File: src/rtl/mult_div_unit.sv
// mult_div_unit: iterative 32-cycle multiply/divide unit that owns the HI/LO
// registers. Multiply is shift-add into a 2*WIDTH accumulator; divide is
// restoring, one quotient bit per cycle.
// Optional feature macro: MULDIV_SIGNED_EN (signed MULT/DIV via
// sign/magnitude conversion). Without it, MulDivOp[1] is ignored and the
// negation logic is not built.
//
// state  | meaning
// -------+--------------------------------------------------------------
// S_IDLE | waiting for Start; MTHI/MTLO writes accepted
// S_RUN  | iterating, counter 0..31; HI/LO frozen; Busy high
// S_DONE | one cycle, Done high; Start or MTHI/MTLO accepted as in IDLE

module mult_div_unit #(
   parameter int WIDTH = 32
) (
   input  logic             clk,
   input  logic             reset,
   input  logic             Start,
   input  logic [1:0]       MulDivOp,
   input  logic [WIDTH-1:0] A,
   input  logic [WIDTH-1:0] B,
   input  logic             WriteHi,
   input  logic             WriteLo,
   output logic             Busy,
   output logic             Done,
   output logic             DivByZero,
   output logic [WIDTH-1:0] HI,
   output logic [WIDTH-1:0] LO
);

   typedef enum logic [1:0] {
      S_IDLE = 2'd0,
      S_RUN  = 2'd1,
      S_DONE = 2'd2
   } state_t;

   localparam logic [5:0] CNT_LAST = 6'(WIDTH - 1);

   state_t               state_q, state_d;
   logic [5:0]           cnt_q, cnt_d;
   logic [2*WIDTH-1:0]   acc_q, acc_d;
   logic [WIDTH-1:0]     opnd_q, opnd_d;
   logic [WIDTH-1:0]     a_raw_q, a_raw_d;
   logic                 is_div_q, is_div_d;
   logic                 zero_div_q, zero_div_d;
   logic [WIDTH-1:0]     hi_q, hi_d;
   logic [WIDTH-1:0]     lo_q, lo_d;
   logic                 dbz_q, dbz_d;

`ifdef MULDIV_SIGNED_EN
   logic                 neg_res_q, neg_res_d;
   logic                 neg_rem_q, neg_rem_d;
   logic                 a_neg, b_neg;
`else
   logic                 op_sign_unused;
`endif

   logic [WIDTH-1:0]     a_mag, b_mag;
   logic [WIDTH:0]       mul_sum;
   logic [2*WIDTH-1:0]   mul_next;
   logic [WIDTH-1:0]     div_diff;
   logic                 div_fits;
   logic [2*WIDTH-1:0]   div_next;
   logic [2*WIDTH-1:0]   step_next;
   logic [2*WIDTH-1:0]   prod_fin;
   logic [WIDTH-1:0]     quo_fin, rem_fin;
   logic [WIDTH-1:0]     res_hi, res_lo;

   // Operand magnitudes presented to the iterative core at Start.
`ifdef MULDIV_SIGNED_EN
   always_comb begin
      a_neg = MulDivOp[1] & A[WIDTH-1];
      b_neg = MulDivOp[1] & B[WIDTH-1];
      a_mag = a_neg ? -A : A;
      b_mag = b_neg ? -B : B;
   end
`else
   assign op_sign_unused = MulDivOp[1];
   always_comb begin
      a_mag = A;
      b_mag = B;
   end
`endif

   // One iteration of shift-add multiply and restoring divide, plus the
   // final sign fix-up applied on the last iteration.
   always_comb begin
      // acc = {partial product, remaining multiplier bits}
      mul_sum  = {1'b0, acc_q[2*WIDTH-1:WIDTH]} + (acc_q[0] ? {1'b0, opnd_q} : '0);
      mul_next = {mul_sum, acc_q[WIDTH-1:1]};
      // acc = {partial remainder, dividend bits / quotient bits}
      div_fits = (acc_q[2*WIDTH-1:WIDTH-1] >= {1'b0, opnd_q});
      div_diff = acc_q[2*WIDTH-2:WIDTH-1] - opnd_q;
      div_next = div_fits ? {div_diff, acc_q[WIDTH-2:0], 1'b1}
                          : {acc_q[2*WIDTH-2:0], 1'b0};
      step_next = is_div_q ? div_next : mul_next;

      prod_fin = step_next;
      quo_fin  = step_next[WIDTH-1:0];
      rem_fin  = step_next[2*WIDTH-1:WIDTH];
`ifdef MULDIV_SIGNED_EN
      if (neg_res_q) begin
         prod_fin = -step_next;
         quo_fin  = -step_next[WIDTH-1:0];
      end
      if (neg_rem_q) begin
         rem_fin = -step_next[2*WIDTH-1:WIDTH];
      end
`endif

      if (!is_div_q) begin
         res_hi = prod_fin[2*WIDTH-1:WIDTH];
         res_lo = prod_fin[WIDTH-1:0];
      end else if (zero_div_q) begin
         // divide by zero reports the dividend exactly as it was presented
         res_hi = a_raw_q;
         res_lo = '1;
      end else begin
         res_hi = rem_fin;
         res_lo = quo_fin;
      end
   end

   // Next-state and register-update logic for the controller.
   always_comb begin
      state_d    = state_q;
      cnt_d      = cnt_q;
      acc_d      = acc_q;
      opnd_d     = opnd_q;
      a_raw_d    = a_raw_q;
      is_div_d   = is_div_q;
      zero_div_d = zero_div_q;
      hi_d       = hi_q;
      lo_d       = lo_q;
      dbz_d      = dbz_q;
`ifdef MULDIV_SIGNED_EN
      neg_res_d  = neg_res_q;
      neg_rem_d  = neg_rem_q;
`endif

      unique case (state_q)
         S_IDLE, S_DONE: begin
            if (Start) begin
               // Start has priority; any concurrent MTHI/MTLO is dropped
               state_d    = S_RUN;
               cnt_d      = '0;
               dbz_d      = 1'b0;
               is_div_d   = MulDivOp[0];
               zero_div_d = (B == '0);
               a_raw_d    = A;
               if (MulDivOp[0]) begin
                  acc_d  = {{WIDTH{1'b0}}, a_mag};
                  opnd_d = b_mag;
               end else begin
                  acc_d  = {{WIDTH{1'b0}}, b_mag};
                  opnd_d = a_mag;
               end
`ifdef MULDIV_SIGNED_EN
               neg_res_d = a_neg ^ b_neg;
               neg_rem_d = a_neg;
`endif
            end else begin
               state_d = S_IDLE;
               if (WriteHi) hi_d = A;
               if (WriteLo) lo_d = A;
            end
         end
         S_RUN: begin
            acc_d = step_next;
            cnt_d = cnt_q + 6'd1;
            if (cnt_q == CNT_LAST) begin
               state_d = S_DONE;
               cnt_d   = '0;
               hi_d    = res_hi;
               lo_d    = res_lo;
               dbz_d   = is_div_q & zero_div_q;
            end
         end
         default: begin
            state_d = S_IDLE;
         end
      endcase
   end

   // State and datapath registers with synchronous active-low reset.
   always_ff @(posedge clk) begin
      if (!reset) begin
         state_q    <= S_IDLE;
         cnt_q      <= '0;
         acc_q      <= '0;
         opnd_q     <= '0;
         a_raw_q    <= '0;
         is_div_q   <= 1'b0;
         zero_div_q <= 1'b0;
         hi_q       <= '0;
         lo_q       <= '0;
         dbz_q      <= 1'b0;
`ifdef MULDIV_SIGNED_EN
         neg_res_q  <= 1'b0;
         neg_rem_q  <= 1'b0;
`endif
      end else begin
         state_q    <= state_d;
         cnt_q      <= cnt_d;
         acc_q      <= acc_d;
         opnd_q     <= opnd_d;
         a_raw_q    <= a_raw_d;
         is_div_q   <= is_div_d;
         zero_div_q <= zero_div_d;
         hi_q       <= hi_d;
         lo_q       <= lo_d;
         dbz_q      <= dbz_d;
`ifdef MULDIV_SIGNED_EN
         neg_res_q  <= neg_res_d;
         neg_rem_q  <= neg_rem_d;
`endif
      end
   end

   assign Busy      = (state_q == S_RUN);
   assign Done      = (state_q == S_DONE);
   assign DivByZero = dbz_q;
   assign HI        = hi_q;
   assign LO        = lo_q;

endmodule

File: config.mk
export PLATFORM = sky130hd
export DESIGN_NAME = mult_div_unit
export DESIGN_NICKNAME = d
export VERILOG_FILES = /design/src/rtl/mult_div_unit.sv
export SDC_FILE = /design/constraint.sdc
export NUM_CORES = 1
export LEC_CHECK = 0
export ABC_AREA = 1
export BUFFER_PORTS_ARGS = -buffer_cell sky130_fd_sc_hd__buf_2
export CAP_MARGIN = 5
export CORE_UTILIZATION = 54
export DETAILED_ROUTE_END_ITERATION = 8
export PLACE_DENSITY = 0.74
export RECOVER_POWER = 25
export SLEW_MARGIN = 20
export SYNTH_ARGS = -nofsm -noshare
export SYNTH_HDL_FRONTEND = slang
export SYNTH_SLANG_ARGS = --single-unit
File: constraint.sdc
create_clock -name clk -period 5.1 [get_ports clk]
set_clock_uncertainty 0.2 [all_clocks]
set_input_delay 1.53 -clock clk [delete_from_list [all_inputs] [get_ports clk]]
set_output_delay 1.53 -clock clk [all_outputs]
set_load 0.1 [all_outputs]
# Yosys cells after proc, flatten, opt, wreduce, memory -nomap -nowiden
# Cells that the tools add are included.
[op_classes]
n_addsub = 3
magnitude_cmp = 1
n_eq_ne = 8
muxes = 28
bitwise_logic = 1
reduce_logical = 9
[ops]
columns = ["operator", "count"]
rows = [
  ["$mux 32", 13],
  ["$mux 64", 3],
  ["$pmux 32 s2", 2],
  ["$pmux 64 s2", 1],
  ["$add 32x32->33", 1],
  ["$ge 33x32->1", 1],
  ["$logic_not 32->1", 1],
  ["$sub 32x32->32", 1],
  ["$mux 6", 2],
  ["$pmux 6 s2", 1],
  ["$ne 2x2->1 const B", 4],
  ["$reduce_and 4->1", 2],
  ["$add 6x1->6 const B", 1],
  ["$eq 6x5->1 const B", 1],
  ["$pmux 2 s2", 1],
  ["$reduce_and 2->1", 2],
  ["$mux 1", 3],
  ["$reduce_and 3->1", 1],
  ["$eq 2x1->1 const B", 1],
  ["$eq 2x2->1 const B", 1],
  ["$logic_not 2->1", 1],
  ["$mux 2", 1],
  ["$ne 2x1->1 const B", 1],
  ["$pmux 1 s2", 1],
  ["3 further kinds", 3],
]
[word_totals]
register_bits = 203
in_bits = 71
out_inout_bits = 67
wordCells = 60

# Longest topological paths before layout
[depth]
depth_word = 7
mapped_depth = 21
mapped_depth_nobuf = 19

# Worst setup path before layout
# OpenSTA, ideal clock, no wires.
[synth_path]
kind = "register to output"
from = "register state_q[1]"
to = "output port Done"
arrival_ns = 1.600
required_ns = 3.370
setup_slack_ns = 1.770
path_stages_with_launch = 3
n_path_buf = 0
cell_sequence = "dfxtp_1 inv_1 nor2_1"
[synth_via]
elab_chain_len = 1
[synth_rtl]
columns = ["item", "line", "source"]
rows = [
  ["start, declared", "40", "state_t state_q, state_d;"],
  ["start signal, assigned", "204", "state_q <= state_d;"],
  ["$eq 2x2->1", "222", "assign Done = (state_q == S_DONE);"],
  ["end, declared", "26", "output logic Done,"],
]
# No other way between the ends.

==> key figures <==
Status
  – Status: finished, violations left
  – Violated checks: max-capacitance violations, max-slew violations

Clock tree
  – CTS tree: yes
  – CTS sink cnt: 203
  – H-tree levels: 1
  – Cts repair resizes: 0
  – Clk_lat worst skew: roughly 520 ps
  – Reg clk slew, reported paths: 70 ps
  – Max clock buf depth: 3
  – Setup bufs post-CTS: 0
  – CTS Root Cell: clkbuf_16
  – Hold-fix buffers, CTS: 0
  – TritonCTS Buffers: 23

Floorplanning
  – Die W: 169 um
  – Io pins: 138
  – Initial Utilization: 0.555
  – Rows: 60
  – Die H: 169 um
  – Die area: 28500 um2
  – CORE AREA: roughly 27000 um2

STA
  – Slew HR: -0.284
  – Minimum clock period: 4310 ps
  – Final hold viol count: 0
  – Final setup TNS: 0 ps
  – FMAX: 232 MHz
  – Slew @ Worst Pin: 1930 ps
  – RSZ-0062 raised after global routing: false
  – # setup viols final: 0
  – Fin. max-slew vios: 94
  – Final period util: 0.845

Routing
  – DR top layer: met5
  – Detailed Routing Iterations Pass 1: 6
  – Met3 wire len: 5.84 mm
  – WL final: between 50 and 60 mm
  – M1 wire length: 24.8 mm
  – Post-DR wirelength/cell: 18.7 um
  – Vias per inst: 5.77
  – Routed vias: around 17k
  – DR WL met2: between 20 and 25 mm
  – Initial drt markers: 1975
  – Final ANT Viol Nets: 0
  – DRC viols: 0

Yosys
  – Yosys cell types: 46
  – Post-synthesis cell area: 15000 um2
  – Cells after synthesis: 2529
  – Ranking of synthesized cells by area: dfxtp_1, nand2_1, inv_1
  – Yosys top cell area share: 0.270
  – Synth area leader: dfxtp_1
  – Post-synth EDFFs: 0
  – Syn_nets: ~2.7k
  – Top cells by count, synth: nand2_1, inv_1, nor2_1
  – Sequential cell area fraction in the yosys report: 0.270
  – Synth warnings: 0
  – #FFs+latches synth: 203
  – Post-Syn Area per Cell: 5.95 um2
  – Main synth FF type: dfxtp_1
  – Synth async-reset ratio: 0
  – Top-count cell post-synth: nand2_1

Global route
  – Number of global-route vias before repair: between 15k and 20k
  – Initial antenna violation count: 5
  – Pin count of the biggest net entering global routing: 78
  – Total gr overflow: 0
  – First-pass GRT wire length: 86.7 mm
  – Total GRT Usage: 0.390

Worst setup path
  – Worst path cell trace: clkbuf_1, clkbuf_2, o21ai_0, a21oi_1
  – Register-to-Register Path Depth: 14
  – FF-to-FF Start: opnd_q[24]$_SDFFE_PN0P_
  – Worst setup EP type: flop
  – CP max FO: between 70 and 80
  – Worst Setup SP: reset
  – End of the worst register-to-register path: HI[1]$_SDFFE_PN0P_
  – Critical path depth: 4
  – Buffers & Inverters on Critical Path: 2
  – Crit start category: input pin
  – Critical path's slowest cell: clkbuf_1
  – Crit Path Class: in -> reg
  – Arr. time, crit path: 4550 ps
  – Crit path to: HI[30]$_SDFFE_PN0P_
  – Cell family with the largest share of critical-path delay: buffers and inverters
  – Worst EP required: around 5300 ps
  – Largest stage delay, worst path: 1250 ps
  – Worst R2R Setup Slack: 1180 ps

Placement
  – DP Area: 15800 um2
  – Port Buffers: 136
  – Cells after DPL: 2937
  – GPL Wtd Cong: about 1.0
  – HPWL Detailed: 42.7 mm

Final layout
  – Post-Layout Inst Area: 16600 um2
  – Area Growth Syn to Fin: 10.3%
  – Layout cells sized above 1: 0.0853
  – Post-Layout Cell Count: 2978
  – Final nets: 2728

Run
  – Max Cap Viol: 2

Worst hold path
  – Hold WC Path Type: reg -> reg

Power
  – Worst VDD drop: about 0.32 mV
  – Static Leak: 8.54 nW
  – PwrDens: 294 nW/um2
  – Post-layout power: between 4 and 5 mW
[routing by layer]
layer,up-vias,global-route usage
li1,8333,-
met4,2,0.129
met2,945,0.581
met3,97,0.0563
met1,7819,0.572
met5,-,0
[flip-flops by register name, indices dropped and copies added (netlist names)]
signal      cells
a_raw_q        32
cnt_q           6
zero_div_q      1
state_q         2
is_div_q        1
acc_q          64
DivByZero       1
HI             32
LO             32
opnd_q         32
[cell usage in the layout, fill, tap and decap left out, types with 8 or more instances in the layout]
master	synthesis	layout
nand2_1	646	645
inv_1	363	361
nor2_1	285	283
a21oi_1	234	234
dfxtp_1	203	202
o21ai_0	193	193
nand3_1	172	172
buf_2	14	125
ha_1	65	65
o211ai_1	35	35
nand4_1	28	28
a31oi_1	26	26
a221oi_1	23	23
clkbuf_16	0	23
buf_4	2	18
nand3b_1	17	17
clkbuf_1	92	15
nor3_1	13	13
nand2_2	9	10
nor2_2	9	10
o22ai_1	10	10
o21a_1	8	8
xnor2_1	8	8
a311oi_1	8	8
[how the worst min path moves through the flow]
stage	from	cells past startpoint	to	slack (ps)
after CTS	a_raw_q[26]$_SDFFE_PN0P_	2	a_raw_q[26]$_SDFFE_PN0P_	270
after global routing	a_raw_q[22]$_SDFFE_PN0P_	2	a_raw_q[22]$_SDFFE_PN0P_	280
after detailed placement	a_raw_q[26]$_SDFFE_PN0P_	2	a_raw_q[26]$_SDFFE_PN0P_	260
after floorplan	a_raw_q[22]$_SDFFE_PN0P_	2	a_raw_q[22]$_SDFFE_PN0P_	250
final	a_raw_q[26]$_SDFFE_PN0P_	2	a_raw_q[26]$_SDFFE_PN0P_	270
after global placement	a_raw_q[23]$_SDFFE_PN0P_	2	a_raw_q[23]$_SDFFE_PN0P_	250
[metrics by stage]
stage | hold WS [ps] | setup slack [ps] | utilization
floorplan | 245 | 1770 | -
global placement | 254 | 1420 | 0.584
detailed placement | 256 | 1360 | 0.584
CTS | 266 | 1310 | 0.613
global route | 283 | 574 | 0.612
finish | 267 | 790 | 0.612
[kinds of logic after synthesis]
logic type               Yosys count  synth area share
adder cells (fa/ha/maj)           67            0.0567
buffers and inverters            491             0.127
flip-flops                       203             0.270
XOR/XNOR                          12           0.00699
AND/OR/NAND/NOR                 1200             0.332
AO/OA/AOI/OAI                    556             0.207
[worst register-to-register path, cell delays in order, from the launching register on]
cell and delay, ps:
dfxtp_1 390, inv_1 70, ha_1 460, nand2_1 150, nor2_1 200, nand2_1 90, nor3_1 260, nand2_2 470
nand2_4 370, buf_4 290, nand2_1 170, nand3_1 150, nor2_1 60, o21ai_0 340, a21oi_1 130
[power breakdown]
| group | internal (mW) | leakage, nW | total [mW] | switching [mW] |
|---|---|---|---|---|
| combinational | 0.340 | 6.49 | 1.36 | 1.02 |
| sequential | 1.70 | 1.67 | 1.79 | 0.0877 |
| clock | 1.05 | 0.373 | 1.72 | 0.669 |
| total | 3.09 | 8.54 | 4.88 | 1.78 |
[cell type report]
| type | instances | area [um2] |
|---|---|---|
| Clock inverter | 10 | 163 |
| Clock buffer | 27 | 611 |
| Antenna cell | 4 | 10.0 |
| Timing Repair Buffer | 158 | 820 |
| Multi-Input combinational cell | 1835 | 9070 |
| Tap cell | 372 | 465 |
| Fill cell | 2668 | 10500 |
| Inverter | 369 | 1390 |
| Sequential cell | 203 | 4070 |
Note: power is estimated with default switching activity, not from simulation.
